`src/rtl/axis_pkt_gen_if.sv`:
```
// AXI-Stream bundle used between a packet source and its sink.
// The master modport drives the payload; the slave modport returns tready.
interface axis_pkt_gen_if #(
  parameter int TDATA_BYTES = 4,
  parameter int TID_BITS    = 1,
  parameter int TDEST_BITS  = 1,
  parameter int TUSER_BITS  = 1
);
  logic                     tvalid;
  logic                     tready;
  logic [TDATA_BYTES*8-1:0] tdata;
  logic [TDATA_BYTES-1:0]   tstrb;
  logic [TDATA_BYTES-1:0]   tkeep;
  logic                     tlast;
  logic [TID_BITS-1:0]      tid;
  logic [TDEST_BITS-1:0]    tdest;
  logic [TUSER_BITS-1:0]    tuser;

  modport master (
    output tvalid, tdata, tstrb, tkeep, tlast, tid, tdest, tuser,
    input  tready
  );

  modport slave (
    input  tvalid, tdata, tstrb, tkeep, tlast, tid, tdest, tuser,
    output tready
  );
endinterface

```
`src/rtl/axis_pkt_gen.sv`:
```
// AXI-Stream packet generator: one start pulse emits cfg_len beats of seed+k.
// Define AXIS_PKT_GEN_THROTTLE_EN to add cfg_gap idle cycles between beats.
module axis_pkt_gen #(
  parameter int TDATA_BYTES = 4,
  parameter int TID_BITS    = 1,
  parameter int TDEST_BITS  = 1,
  parameter int TUSER_BITS  = 1,
  parameter int LEN_BITS    = 16
) (
  input  logic                               aclk,
  input  logic                               areset,
  input  logic                               start,
  input  logic [LEN_BITS-1:0]                cfg_len,
  input  logic [$clog2(TDATA_BYTES+1)-1:0]   cfg_tail,
  input  logic [TDATA_BYTES*8-1:0]           cfg_seed,
  input  logic [TID_BITS-1:0]                cfg_id,
  input  logic [TDEST_BITS-1:0]              cfg_dest,
`ifdef AXIS_PKT_GEN_THROTTLE_EN
  input  logic [7:0]                         cfg_gap,
`endif
  output logic                               busy,
  output logic                               done,
  output logic                               err,
  axis_pkt_gen_if.master                     m
);

  localparam int DW = TDATA_BYTES * 8;
  localparam int TW = $clog2(TDATA_BYTES + 1);

`ifdef AXIS_PKT_GEN_THROTTLE_EN
  typedef enum logic [1:0] {IDLE, SEND, GAP} state_t;
`else
  typedef enum logic {IDLE, SEND} state_t;
`endif

  state_t                 state_q, state_d;
  logic [LEN_BITS-1:0]    cnt_q, cnt_d, len_q, len_d;
  logic [TW-1:0]          tail_q, tail_d;
  logic [TID_BITS-1:0]    id_q, id_d;
  logic [TDEST_BITS-1:0]  dest_q, dest_d;
  logic                   tvalid_q, tvalid_d;
  logic [DW-1:0]          tdata_q, tdata_d;
  logic [TDATA_BYTES-1:0] keep_q, keep_d;
  logic                   tlast_q, tlast_d;
  logic                   tuser0_q, tuser0_d;
  logic                   busy_q, busy_d;
  logic                   done_q, done_d;
  logic                   err_q, err_d;
`ifdef AXIS_PKT_GEN_THROTTLE_EN
  logic [7:0]             gap_q, gap_d, gcnt_q, gcnt_d;
`endif

  logic accept, xfer, next_last;

  function automatic logic [TDATA_BYTES-1:0] tail_mask(input logic [TW-1:0] t);
    logic [TDATA_BYTES-1:0] msk;
    for (int unsigned b = 0; b < TDATA_BYTES; b++) msk[b] = (t == '0) || (b < 32'(t));
    return msk;
  endfunction

  assign accept    = (state_q == IDLE) && start && (cfg_len != '0);
  assign xfer      = (state_q == SEND) && m.tready;
  // Beat about to be presented is the last one when cnt+1 == len-1.
  assign next_last = ({1'b0, cnt_q} + (LEN_BITS+1)'(2)) == {1'b0, len_q};

  always_ff @(posedge aclk or posedge areset) begin
    if (areset) begin
      state_q  <= IDLE;
      cnt_q    <= '0;
      len_q    <= '0;
      tail_q   <= '0;
      id_q     <= '0;
      dest_q   <= '0;
      tvalid_q <= 1'b0;
      tdata_q  <= '0;
      keep_q   <= '0;
      tlast_q  <= 1'b0;
      tuser0_q <= 1'b0;
      busy_q   <= 1'b0;
      done_q   <= 1'b0;
      err_q    <= 1'b0;
`ifdef AXIS_PKT_GEN_THROTTLE_EN
      gap_q    <= '0;
      gcnt_q   <= '0;
`endif
    end else begin
      state_q  <= state_d;
      cnt_q    <= cnt_d;
      len_q    <= len_d;
      tail_q   <= tail_d;
      id_q     <= id_d;
      dest_q   <= dest_d;
      tvalid_q <= tvalid_d;
      tdata_q  <= tdata_d;
      keep_q   <= keep_d;
      tlast_q  <= tlast_d;
      tuser0_q <= tuser0_d;
      busy_q   <= busy_d;
      done_q   <= done_d;
      err_q    <= err_d;
`ifdef AXIS_PKT_GEN_THROTTLE_EN
      gap_q    <= gap_d;
      gcnt_q   <= gcnt_d;
`endif
    end
  end

  always_comb begin
    state_d = state_q;
    case (state_q)
      IDLE: if (accept) state_d = SEND;
      SEND: begin
        if (xfer) begin
          if (tlast_q) state_d = IDLE;
`ifdef AXIS_PKT_GEN_THROTTLE_EN
          else if (gap_q != '0) state_d = GAP;
`endif
        end
      end
`ifdef AXIS_PKT_GEN_THROTTLE_EN
      GAP:  if (gcnt_q <= 8'd1) state_d = SEND;
`endif
      default: state_d = IDLE;
    endcase
  end

  always_comb begin
    cnt_d    = cnt_q;
    len_d    = len_q;
    tail_d   = tail_q;
    id_d     = id_q;
    dest_d   = dest_q;
    tvalid_d = tvalid_q;
    tdata_d  = tdata_q;
    keep_d   = keep_q;
    tlast_d  = tlast_q;
    tuser0_d = tuser0_q;
    busy_d   = busy_q;
    done_d   = 1'b0;
    err_d    = 1'b0;
`ifdef AXIS_PKT_GEN_THROTTLE_EN
    gap_d    = gap_q;
    gcnt_d   = gcnt_q;
`endif
    case (state_q)
      IDLE: begin
        if (accept) begin
          cnt_d    = '0;
          len_d    = cfg_len;
          tail_d   = cfg_tail;
          id_d     = cfg_id;
          dest_d   = cfg_dest;
          tvalid_d = 1'b1;
          tdata_d  = cfg_seed;
          tuser0_d = 1'b1;
          tlast_d  = (cfg_len == LEN_BITS'(1));
          keep_d   = (cfg_len == LEN_BITS'(1)) ? tail_mask(cfg_tail) : '1;
          busy_d   = 1'b1;
`ifdef AXIS_PKT_GEN_THROTTLE_EN
          gap_d    = cfg_gap;
`endif
        end else if (start) begin
          err_d = 1'b1;
        end
      end
      SEND: begin
        if (xfer) begin
          if (tlast_q) begin
            tvalid_d = 1'b0;
            tdata_d  = '0;
            keep_d   = '0;
            tlast_d  = 1'b0;
            tuser0_d = 1'b0;
            busy_d   = 1'b0;
            done_d   = 1'b1;
          end else begin
            cnt_d    = cnt_q + LEN_BITS'(1);
            tdata_d  = tdata_q + DW'(1);
            tuser0_d = 1'b0;
            tlast_d  = next_last;
            keep_d   = next_last ? tail_mask(tail_q) : '1;
`ifdef AXIS_PKT_GEN_THROTTLE_EN
            // Next beat is staged now; tvalid stays low while the gap drains.
            if (gap_q != '0) begin
              tvalid_d = 1'b0;
              gcnt_d   = gap_q;
            end
`endif
          end
        end
      end
`ifdef AXIS_PKT_GEN_THROTTLE_EN
      GAP: begin
        if (gcnt_q <= 8'd1) tvalid_d = 1'b1;
        else                gcnt_d   = gcnt_q - 8'd1;
      end
`endif
      default: ;
    endcase
  end

  assign m.tvalid = tvalid_q;
  assign m.tdata  = tdata_q;
  assign m.tkeep  = keep_q;
  assign m.tstrb  = keep_q;
  assign m.tlast  = tlast_q;
  assign m.tid    = id_q;
  assign m.tdest  = dest_q;
  assign m.tuser  = TUSER_BITS'(tuser0_q);
  assign busy     = busy_q;
  assign done     = done_q;
  assign err      = err_q;

endmodule

```
`src/flat_wrapper.sv`:
```
// flat-port wrapper written by rule: the top's interface ports become plain ports
module axis_pkt_gen_flat 
#(
  parameter int TDATA_BYTES = 4,
  parameter int TID_BITS    = 1,
  parameter int TDEST_BITS  = 1,
  parameter int TUSER_BITS  = 1,
  parameter int LEN_BITS    = 16
)
  (aclk, areset, start, cfg_len, cfg_tail, cfg_seed, cfg_id, cfg_dest, busy, done, err, m_tvalid, m_tdata, m_tstrb, m_tkeep, m_tlast, m_tid, m_tdest, m_tuser, m_tready);
  axis_pkt_gen_if #(.TDATA_BYTES(TDATA_BYTES), .TID_BITS(TID_BITS), .TDEST_BITS(TDEST_BITS), .TUSER_BITS(TUSER_BITS)) m_i ();
  input  logic aclk;
  input  logic areset;
  input  logic start;
  input  logic [LEN_BITS-1:0] cfg_len;
  input  logic [$clog2(TDATA_BYTES+1)-1:0] cfg_tail;
  input  logic [TDATA_BYTES*8-1:0] cfg_seed;
  input  logic [TID_BITS-1:0] cfg_id;
  input  logic [TDEST_BITS-1:0] cfg_dest;
  output logic busy;
  output logic done;
  output logic err;
  output wire logic [$bits(m_i.tvalid)-1:0] m_tvalid;
  output wire logic [$bits(m_i.tdata)-1:0] m_tdata;
  output wire logic [$bits(m_i.tstrb)-1:0] m_tstrb;
  output wire logic [$bits(m_i.tkeep)-1:0] m_tkeep;
  output wire logic [$bits(m_i.tlast)-1:0] m_tlast;
  output wire logic [$bits(m_i.tid)-1:0] m_tid;
  output wire logic [$bits(m_i.tdest)-1:0] m_tdest;
  output wire logic [$bits(m_i.tuser)-1:0] m_tuser;
  input wire logic [$bits(m_i.tready)-1:0] m_tready;
  assign m_tvalid = m_i.tvalid;
  assign m_tdata = m_i.tdata;
  assign m_tstrb = m_i.tstrb;
  assign m_tkeep = m_i.tkeep;
  assign m_tlast = m_i.tlast;
  assign m_tid = m_i.tid;
  assign m_tdest = m_i.tdest;
  assign m_tuser = m_i.tuser;
  assign m_i.tready = m_tready;
  axis_pkt_gen #(.TDATA_BYTES(TDATA_BYTES), .TID_BITS(TID_BITS), .TDEST_BITS(TDEST_BITS), .TUSER_BITS(TUSER_BITS), .LEN_BITS(LEN_BITS)) u_core (.aclk(aclk), .areset(areset), .start(start), .cfg_len(cfg_len), .cfg_tail(cfg_tail), .cfg_seed(cfg_seed), .cfg_id(cfg_id), .cfg_dest(cfg_dest), .busy(busy), .done(done), .err(err), .m(m_i));
endmodule
```
`config.mk`:
```
export PLATFORM = sky130hd
export DESIGN_NAME = axis_pkt_gen_flat
export DESIGN_NICKNAME = d
export VERILOG_FILES = /design/src/rtl/axis_pkt_gen_if.sv /design/src/rtl/axis_pkt_gen.sv /design/src/flat_wrapper.sv
export SDC_FILE = /design/constraint.sdc
export NUM_CORES = 1
export LEC_CHECK = 0
export CAP_MARGIN = 20
export CORE_MARGIN = 1.5
export CORE_UTILIZATION = 51
export CTS_CLUSTER_SIZE = 14
export DETAILED_ROUTE_END_ITERATION = 12
export PLACE_DENSITY_LB_ADDON = 0.1
export SETUP_SLACK_MARGIN = 0.02
export SKIP_CTS_REPAIR_TIMING = 1
export SLEW_MARGIN = 20
export SYNTH_ARGS = -nofsm -noshare
export SYNTH_HDL_FRONTEND = slang
export SYNTH_SLANG_ARGS = --single-unit
```
`constraint.sdc`:
```
create_clock -name aclk -period 3.5 [get_ports aclk]
set_clock_uncertainty 0.1 [all_clocks]
set_input_delay 0.525 -clock aclk [delete_from_list [all_inputs] [get_ports aclk]]
set_output_delay 0.525 -clock aclk [all_outputs]
set_load 0.02 [all_outputs]
```
Word level (Yosys, flattened, before mapping)
Index checks and enable logic that the tools add are counted.

operators by class
  add/sub/neg operators = 3
  $lt $le $gt $ge = 8
  eq/ne operators = 6
  multiplexer cells = 34
  bitwise operators = 1
  reductions and logical operators = 18

operator list
  cell                                               number
  2-to-1 mux 32 bit                                  3
  case mux 32 bit (2 select lines)                   1
  2-to-1 mux 16 bit                                  3
  adder 32 x 1 -> 32 bit, second input constant      1
  case mux 16 bit (2 select lines)                   1
  2-to-1 mux 4 bit                                   5
  adder 16 x 2 -> 17 bit, second input constant      1
  == test 17 x 16 -> 1 bit                           1
  adder 16 x 1 -> 16 bit, second input constant      1
  == test 16 x 1 -> 1 bit, second input constant     1
  2-to-1 mux 1 bit                                   16
  nonzero test 16 bit                                1
  < comparator 1 x 3 -> 1 bit, first input constant  4
  < comparator 2 x 3 -> 1 bit, first input constant  4
  logical OR 1 bit                                   8
  case mux 1 bit (2 select lines)                    4
  case mux 4 bit (2 select lines)                    1
  logical NOT 3 bit                                  2
  != test 2 bit, second input constant               3
  AND reduction 3 bit                                2
  AND reduction 2 bit                                2
  logical AND 1 bit                                  3
  != test 2 x 1 -> 1 bit, second input constant      1
  NOT 1 bit                                          1

storage, ports and cells
  register bits after elaboration = 79
  input bits = 57

Logic depth before layout (Yosys ltp)
Gate-level depths: netlist of run 1.

  depth after elaboration = 6
  mapped depth = 9
  gate-level depth less buffers = 7

Worst setup path after synthesis of run 1
No wires, ideal clock.

  kind = reg-to-reg
  start point = reg u_core.tdata_q[0], in the netlist u_core.m.tdata[0]
  end point = reg u_core.tdata_q[28], in the netlist u_core.m.tdata[28]
  library setup time = 0.131 ns
  data arrival time = 2.037 ns
  data required time = 3.269 ns
  path slack = 1.232 ns
  cell stages (with the launch flop) = 8
  buffers on the path = 0
  clock period less this slack = 2.268 ns
  cells stage by stage = dfrtp_1 ha_1 nand3_1 nor3_1 nor4b_4 nand2_2 o211a_1 or3_1

on the way
  cells in the longest elaborated chain, start to end = 4

RTL lines
  item                              RTL line             source
  from (decl)                       axis_pkt_gen.sv:42   logic [DW-1:0] tdata_q, tdata_d;
  from (signal assigned)            axis_pkt_gen.sv:94   tdata_q <= tdata_d;
  adder 32 x 1 -> 32 bit            axis_pkt_gen.sv:178  tdata_d = tdata_q + DW'(1);
  2-to-1 mux 32 bit                 axis_pkt_gen.sv:168  if (tlast_q) begin
  2-to-1 mux 32 bit                 axis_pkt_gen.sv:167  if (xfer) begin
  case mux 32 bit (2 select lines)  axis_pkt_gen.sv:145  case (state_q)

No other way between the ends. The select of a mux whose other input is x is not followed.
A chain may end at the register's enable or synchronous reset.

Worst setup path in the final report of run 1
  start point = in cfg_len[11]
  end point = reg u_core.tdata_q[18], in the netlist u_core.m.tdata[18]

on the way
  cells in the longest elaborated chain, start to end = 4

RTL lines
  item                                     RTL line            source
  from (decl)                              flat_wrapper.sv:15  input logic [LEN_BITS-1:0] cfg_len;
  nonzero test 16 bit                      axis_pkt_gen.sv:61  assign accept = (state_q == IDLE) && start && (cfg_len != '0);
  logical AND 1 bit                        axis_pkt_gen.sv:61
  != test 2 x 1 -> 1 bit (no source line)  --
  AND reduction 2 bit (no source line)     --

No other way between the ends.

==> results of run 1 <==
metrics by stage:
step	area (µm²)	utilization [%]	hold WS, ps
floorplan	4760	-	340
global placement	5850	63.9	358
detailed placement	5850	63.9	369
CTS	6080	66.4	388
global route	6080	66.4	422
finish	6080	66.4	391
placed cells by master (no fill, tap or decap), types with 11 or more instances in the layout:
cell	n
nand2_1	107
nand4_1	11
clkdlybuf4s50_1	104
nor4_1	12
nor2_1	49
dfrtp_1	79
a21oi_1	37
o21ai_0	51
xnor2_1	18
nand3_1	24
nor3_1	19
xor2_1	12
power by group:
group	internal (mW)	switching (mW)	total, mW
registers	1.23	0.460	1.69
logic	0.788	0.867	1.66
clock network	0.485	0.328	0.812
layer usage:
layer / wire length (µm) / vias to the layer above / track usage [%]
met5: 0 / - / 0
met4: 246 / 0 / 9.32
met3: 846 / 23 / 5.90
met2: 6290 / 203 / 43.5
met1: 6090 / 2268 / 38.8
li1: - / 2248 / -
worst max-delay path by stage:
| stage | from | to | slack [ps] | depth (start not counted) |
|---|---|---|---|---|
| 6_report | cfg_len[11] | u_core.m.tdata[18]$_DFFE_PP0P_ | 800 | 8 |
| 3_5_place_dp | cfg_len[11] | u_core.m.tdata[18]$_DFFE_PP0P_ | 440 | 8 |
| 5_1_grt | cfg_len[11] | u_core.m.tdata[18]$_DFFE_PP0P_ | 560 | 8 |
| 2_1_floorplan | areset | u_core.busy$_DFFE_PP0P_ | 850 | 1 |
| 3_3_place_gp | cfg_len[11] | u_core.m.tdata[18]$_DFFE_PP0P_ | 540 | 8 |
| 4_1_cts | cfg_len[11] | u_core.m.tdata[18]$_DFFE_PP0P_ | 810 | 8 |
layout make-up:
| type | instances | area [µm²] | share of cell area (%) |
|---|---|---|---|
| Clock buffer | 10 | 138 | 2.26 |
| Clock inverter | 4 | 95.1 | 1.56 |
| Inverter | 11 | 42.5 | 0.700 |
| Multi-Input combinational cell | 454 | 2570 | 42.4 |
| Sequential cell | 79 | 1980 | 32.5 |
| Tap cell | 111 | 139 | 2.28 |
| Timing Repair Buffer | 112 | 1110 | 18.3 |
registers in the layout (all words and copies together), names as in the netlist, 3 cells and up:
| name | flops |
|---|---|
| u_core.m.tdata | 32 |
| u_core.m.tkeep | 4 |
| u_core.cnt_q | 16 |
| u_core.len_q | 16 |
| u_core.tail_q | 3 |
worst max-delay path: cells and delay by family:
| family | cells | cell delay [ps] |
|---|---|---|
| AO/OA/AOI/OAI | 4 | 800 |
| buffers and inverters | 2 | 820 |
| AND/OR/NAND/NOR | 2 | 670 |
logic make-up (layout without fill, tap and decap cells):
family	Yosys count	count (layout)	synth area share (%)
and+or+nand+nor	270	270	28.0
AOI/OAI and AO/OA	151	151	19.7
DFF	79	79	41.5
buffers and inverters	51	137	4.52
xor gates and xnor gates	30	30	5.52
adders and majority gates	3	3	0.788
==> run summary, run 1 <==
The post-layout worst setup margin came out at 796 ps. The endpoint identified for the worst register-to-register timing path is u_core.m.tdata[28]$_DFFE_PP0P_. By instance count, the leading cell after synthesis is nand2_1. The detailed router placed 4742 vias in this run.

The die covers 9930 µm². In this run the horizontal extent of the chip is 99.6 µm. The run gives 35 as the number of placement rows. The start point of the worst min-delay path is u_core.m.tuser$_DFFE_PP0P_. The commonest cells after synthesis are nand2_1, dfrtp_1, o21ai_0. After filler insertion, the fill cell instance count of the layout stands at 789.

Setup repair after global routing left no endpoint under its margin. The post-synthesis area per instance came out at 8.16 µm². In this run the worst hold path is classified as register to register. TritonCTS built the clock tree. Number of nets at the end of the flow: 727. The proportion of netlist area held by the largest area contributor is 41.5%, and the netlist area before placement is 4760 µm².

Total power for the finished layout comes to 4.16 mW. The area growth from synthesis to layout is 27.6%. The worst setup path is captured at a register. The clock net sink count came out at 79. For this run, the number of standard cells in the final layout without fillers is 781.

Accumulated negative setup slack: 0 ps. Total of buffers placed on input and output ports: 104. Global routing consumed, over all layers together, 27.9% of the routing resources. The first-pass GRT wire length is 22200 µm, and the CTS buffer count is 9.

0 antenna diodes ended up in the layout. The maximum vdd drop is 337 µV, and the pin count of the biggest net entering global routing is 80. Clock-pin slew was measured on the worst setup and hold paths at 80 ps.

The worst register-to-register path begins at u_core.m.tdata[0]$_DFFE_PP0P_. In this run, placement finished with an instance count of 767. The worst-margin pin slew was 1050 ps. The largest individual stage delay along the critical path comes from the cell clkdlybuf4s50_1. For this run, the number of Yosys warnings is 0.

The count of mapped cells out of synthesis was 584. The core region is 9150 µm². In this run the remaining antenna-violating nets after routing total 0.

Power spread over the standard cell area amounts to 684 nW/µm². In the synthesized netlist the async set-or-reset flop fraction comes to 100%. Cells with a size suffix above 1 make up 5.22% of the layout.

The worst hold path terminates at u_core.m.tuser$_DFFE_PP0P_. The logs give 52.0% for the starting density of the core and 0 for the total overflow reported by the global router. The via count of the first global-routing pass came out at 4591.

The run gives 30.0% as the worst slew slack as a fraction of its limit. Sequential elements use 41.5% of the synthesized area. The flop-to-flop setup slack is 920 ps. Setup violations remaining at the end of the flow were counted as 0. In this run, synthesis produced a sequential element count of 79. The delay of the slowest cell on the worst path works out to 420 ps. Timing would allow up to 370 MHz. Counting cells, the worst reg-to-reg path comes to 7. For this run, design rule violations remaining after detail routing come to 0. The floorplan step set the die height to 99.6 µm. The number of H-tree branching levels was 3.

The worst hold path passes through 2 cells. Prevailing post-synth register cell: dfrtp_1. At the end of routability-driven placement, the weighted congestion stood at 0.864.

The critical path goes through clkdlybuf4s50_1, nor4_1, nand4_1, o21a_1, a21oi_2, buf_4, a21oi_1, o22a_1. Dividing the final minimum period by the clock period gives 77.2%. The pre-antenna-repair detailed-routing pass consisted of 5 iterations. The post-synth net total is 644, and the worst path arrival time is 2840 ps.

Initial antenna violation count: 0. The largest driver fanout on the critical path was 48; the number of vias per cell was 6.07. After synthesis, the cell types taking the most area are dfrtp_1, nand2_1, o21ai_0.

Summed over all layers, the routed wires come to 13500 µm. The required arrival time at the worst endpoint is 3640 ps. Across the run, the number of max-cap violations was 0. The worst setup path is of the primary input to register kind. For the number of distinct library cell variants in the gate-level netlist after synthesis, the log shows 65. The largest total area in the synthesized netlist belongs to dfrtp_1. Counting along the longest clock path gives a buffer depth of 2.

The average detailed-routed wire length per instance was 17.2 µm. In this run the clock root is driven by a clkbuf_8. The final count of pins violating max slew came out at 0. The analysis attributes to cell leakage a power of 2.42 nW. Once detailed placement completed, the half-perimeter wirelength came to 9410 µm. The number of flops mapped to enable cells by yosys was 0. For the number of ports placed on the die boundary, the log shows 105.

The flow ran to the end, and the final reports show no timing, DRC or antenna violations. The worst setup path is launched from a primary input. The logs give 350 ps for the clock latency on the worst-skew pair and 355 for the violation count after the first detailed-routing iteration. The clock period could shrink to 2700 ps. The number of endpoints with negative hold slack in the final report was 0; the worst slack at placement was 436 ps.
(Power assumes the default switching activity.)
==> run 2, diff against run 1 <==
==> constraint.sdc (replaced) <==
create_clock -name aclk -period 2.8 [get_ports aclk]
set_clock_uncertainty 0.1 [all_clocks]
set_input_delay 0.42 -clock aclk [delete_from_list [all_inputs] [get_ports aclk]]
set_output_delay 0.42 -clock aclk [all_outputs]
set_load 0.02 [all_outputs]
==> run summary, run 2 (synthesis gave the netlist of run 1 again) <==
For the number of nets at the end of the flow, the log shows 740 (+1.8%). Timing-limited maximum frequency: 394 MHz. Leaving out fill and tap cells, the most frequent cell in the layout is nand2_1. The worst setup path startpoint was u_core.cnt_q[2]$_DFFE_PP0P_. The slowest stage of the critical path belongs to the cell dfrtp_1.

The worst setup path is of the register to register kind. Die outline width: 99.6 µm (unchanged). The worst setup path is launched from a register.

The number of setup violations in the final report is 0 (unchanged). The worst-margin pin slew is 1050 ps (-1.11 ps). Average detailed-routed wire length per instance: 17.4 µm (+0.86%). The die outline height is 99.6 µm (unchanged), and the clock edge transition at the registers on the reported setup and hold paths is 90 ps (about the same). The routability congestion estimate was 0.879 (+1.8%); the clock latency on the worst-skew pair was 360 ps (about the same).

The period utilization is 90.5%, and the accumulated negative setup slack is 0 ps (unchanged). The family of cells with the greatest summed delay on the critical path is simple AND/OR/NAND/NOR gates. For the required arrival time at the worst endpoint, the log shows 2940 ps (-700 ps). The via count of the first global-routing pass was 4623 (+0.70%); the buffering stage count on the worst path with inverters included was 1 (-1).

The maximum vdd drop was 473 µV (+40%). The time the worst path needs with I/O delays and setup came out at 2530 ps. The worst path arrival time is 2670 ps (-170 ps).

The worst slew slack as a fraction of its limit was 30.1% (+0.074 points). TritonCTS built the clock tree. The delay of the slowest cell on the worst path is 500 ps (+80 ps). The deepest clock path buffer count was 2 (unchanged). The worst setup path is captured at a register. The critical path depth in cells was 8 (unchanged); the placeable core region was 9150 µm² (unchanged). The number of nets with antenna violations after detailed routing came out at 0 (unchanged). The count of placed standard cells in the final layout, fillers left out was 795 (+1.8%); the number of ports placed on the die boundary was 105 (unchanged). The number of vias per cell works out to 6.08 (+0.21%).

The pin count of the biggest net entering global routing is 55 (-31%), and the post-detailed-route DRC marker count is 0 (unchanged). The run gives 13800 µm (+2.7%) as the routed wire length. The worst register-to-register path begins at u_core.cnt_q[2]$_DFFE_PP0P_. The area growth from synthesis to layout is 29.5%. The run finished with clean final reports. The root buffer selected by CTS was clkbuf_8. The number of flip-flops under the largest register name was 32 (unchanged). The tools report the starting density of the core as 52.0% (unchanged). The run gives 0 (unchanged) as the total overflow reported by the global router.

For the full die area, the log shows 9930 µm² (unchanged). The violation count after the first detailed-routing iteration is 450 (+27%), and the total of buffers placed on input and output ports is 104 (unchanged). The final count of pins violating max slew was 0 (unchanged). First-pass detailed-route iteration total: 5 (unchanged). The standby leakage power was 2.48 nW (+2.4%); the total routing resource utilization after global routing was 28.3% (+0.41 points).

The total via count in the routed design was 4837 (+2.0%). For the count of maximum capacitance violations, the log shows 0 (unchanged). The largest driver fanout on the critical path works out to 8 (-83%). For the number of diodes added for antenna fixing, the log shows 0 (unchanged). The number of endpoints with negative hold slack in the final report is 0 (unchanged).

The first-pass GRT wire length was 22400 µm (+0.96%). Post-route core utilization: 67.4% (+0.96 points). The signal on the critical path passes through ha_1, nand2_1, nor4_1, xnor2_1, o21ai_0, nor4_1, buf_4, a21oi_1. The power density of the placed cells works out to 837 nW/µm² (+22%).

The initial antenna violation count was 0 (unchanged). In the layout the commonest cells are nand2_1, clkdlybuf4s50_1, dfrtp_1, o21ai_0, nor2_1. The run gives 35 (unchanged) as the number of placement rows.

For the number of H-tree branching levels, the log shows 3 (unchanged). The length in cells of the worst reg-to-reg path was 8 (+1); the clock net sink count was 79 (unchanged). The tools report the number of cells in the design after placement as 780 (+1.7%). The fraction of layout instances using a drive strength above 1 is 7.16% (+1.9 points). Setup repair after global routing left no endpoint under its margin. HPWL after detailed placement: 9830 µm (+4.5%). The cell that appears most often on the critical path is nor4_1.

For the CTS buffer count, the log shows 9 (unchanged). In this run the worst hold path is classified as primary input to async pin.
run 2: changes by cell type in the layout (fill, tap and decap cells not counted), sizes merged:
cell      change
clkinvlp      +1
bufinv        -1
buf          +13
clkinv        +2
clkbuf        -1
run 2: where the power goes:
part	leakage [nW]	total, mW	internal, mW	switching [mW]
clock network	0.105	0.931	0.496	0.435
registers	0.963	2.07	1.53	0.535
logic	1.41	2.16	1.02	1.14
run 2: through the flow:
stage	cell area [µm²]	hold WS (ps)	worst slack [ps]	power, mW
after floorplan	4760	340	257	3.27
after CTS	6170	299	305	5.16
final	6170	285	265	5.16
after global routing	6170	322	83.8	5.49
after global placement	5960	360	135	4.13
after detailed placement	5960	366	87.3	4.22
run 2: final cells by class:
| class | instances | area [µm²] |
|---|---|---|
| fillers | 767 | 2990 |
| multi-input cells | 454 | 2570 |
| flip-flops and latches | 79 | 1980 |
| repair buffers | 125 | 1220 |
| well taps | 111 | 139 |
| clock buffers | 9 | 124 |
| clock inverters | 6 | 86.3 |
| inverters | 11 | 42.5 |
run 2: worst paths after layout:
path	end	slack [ps]
max	u_core.m.tkeep[3]$_DFFE_PP0P_	270
min	u_core.cnt_q[13]$_DFFE_PP0P_	290
max reg2reg	u_core.m.tkeep[3]$_DFFE_PP0P_	270
min reg2reg	u_core.tail_q[2]$_DFFE_PP0P_	390
max in group asynchronous	u_core.m.tdata[28]$_DFFE_PP0P_	1660
min in group aclk	u_core.tail_q[2]$_DFFE_PP0P_	390
run 2: per-layer routing:
metal  part of all wire [%]  vias up  routed length (µm)  global-route usage (%)
li1                       -     2286                   -                       -
met1                     44     2327                6120                    38.9
met2                     47      199                6520                    45.6
met3                    6.7       25                 926                    4.36
met4                    1.9        0                 258                    10.2
met5                      0        -                   0                       0
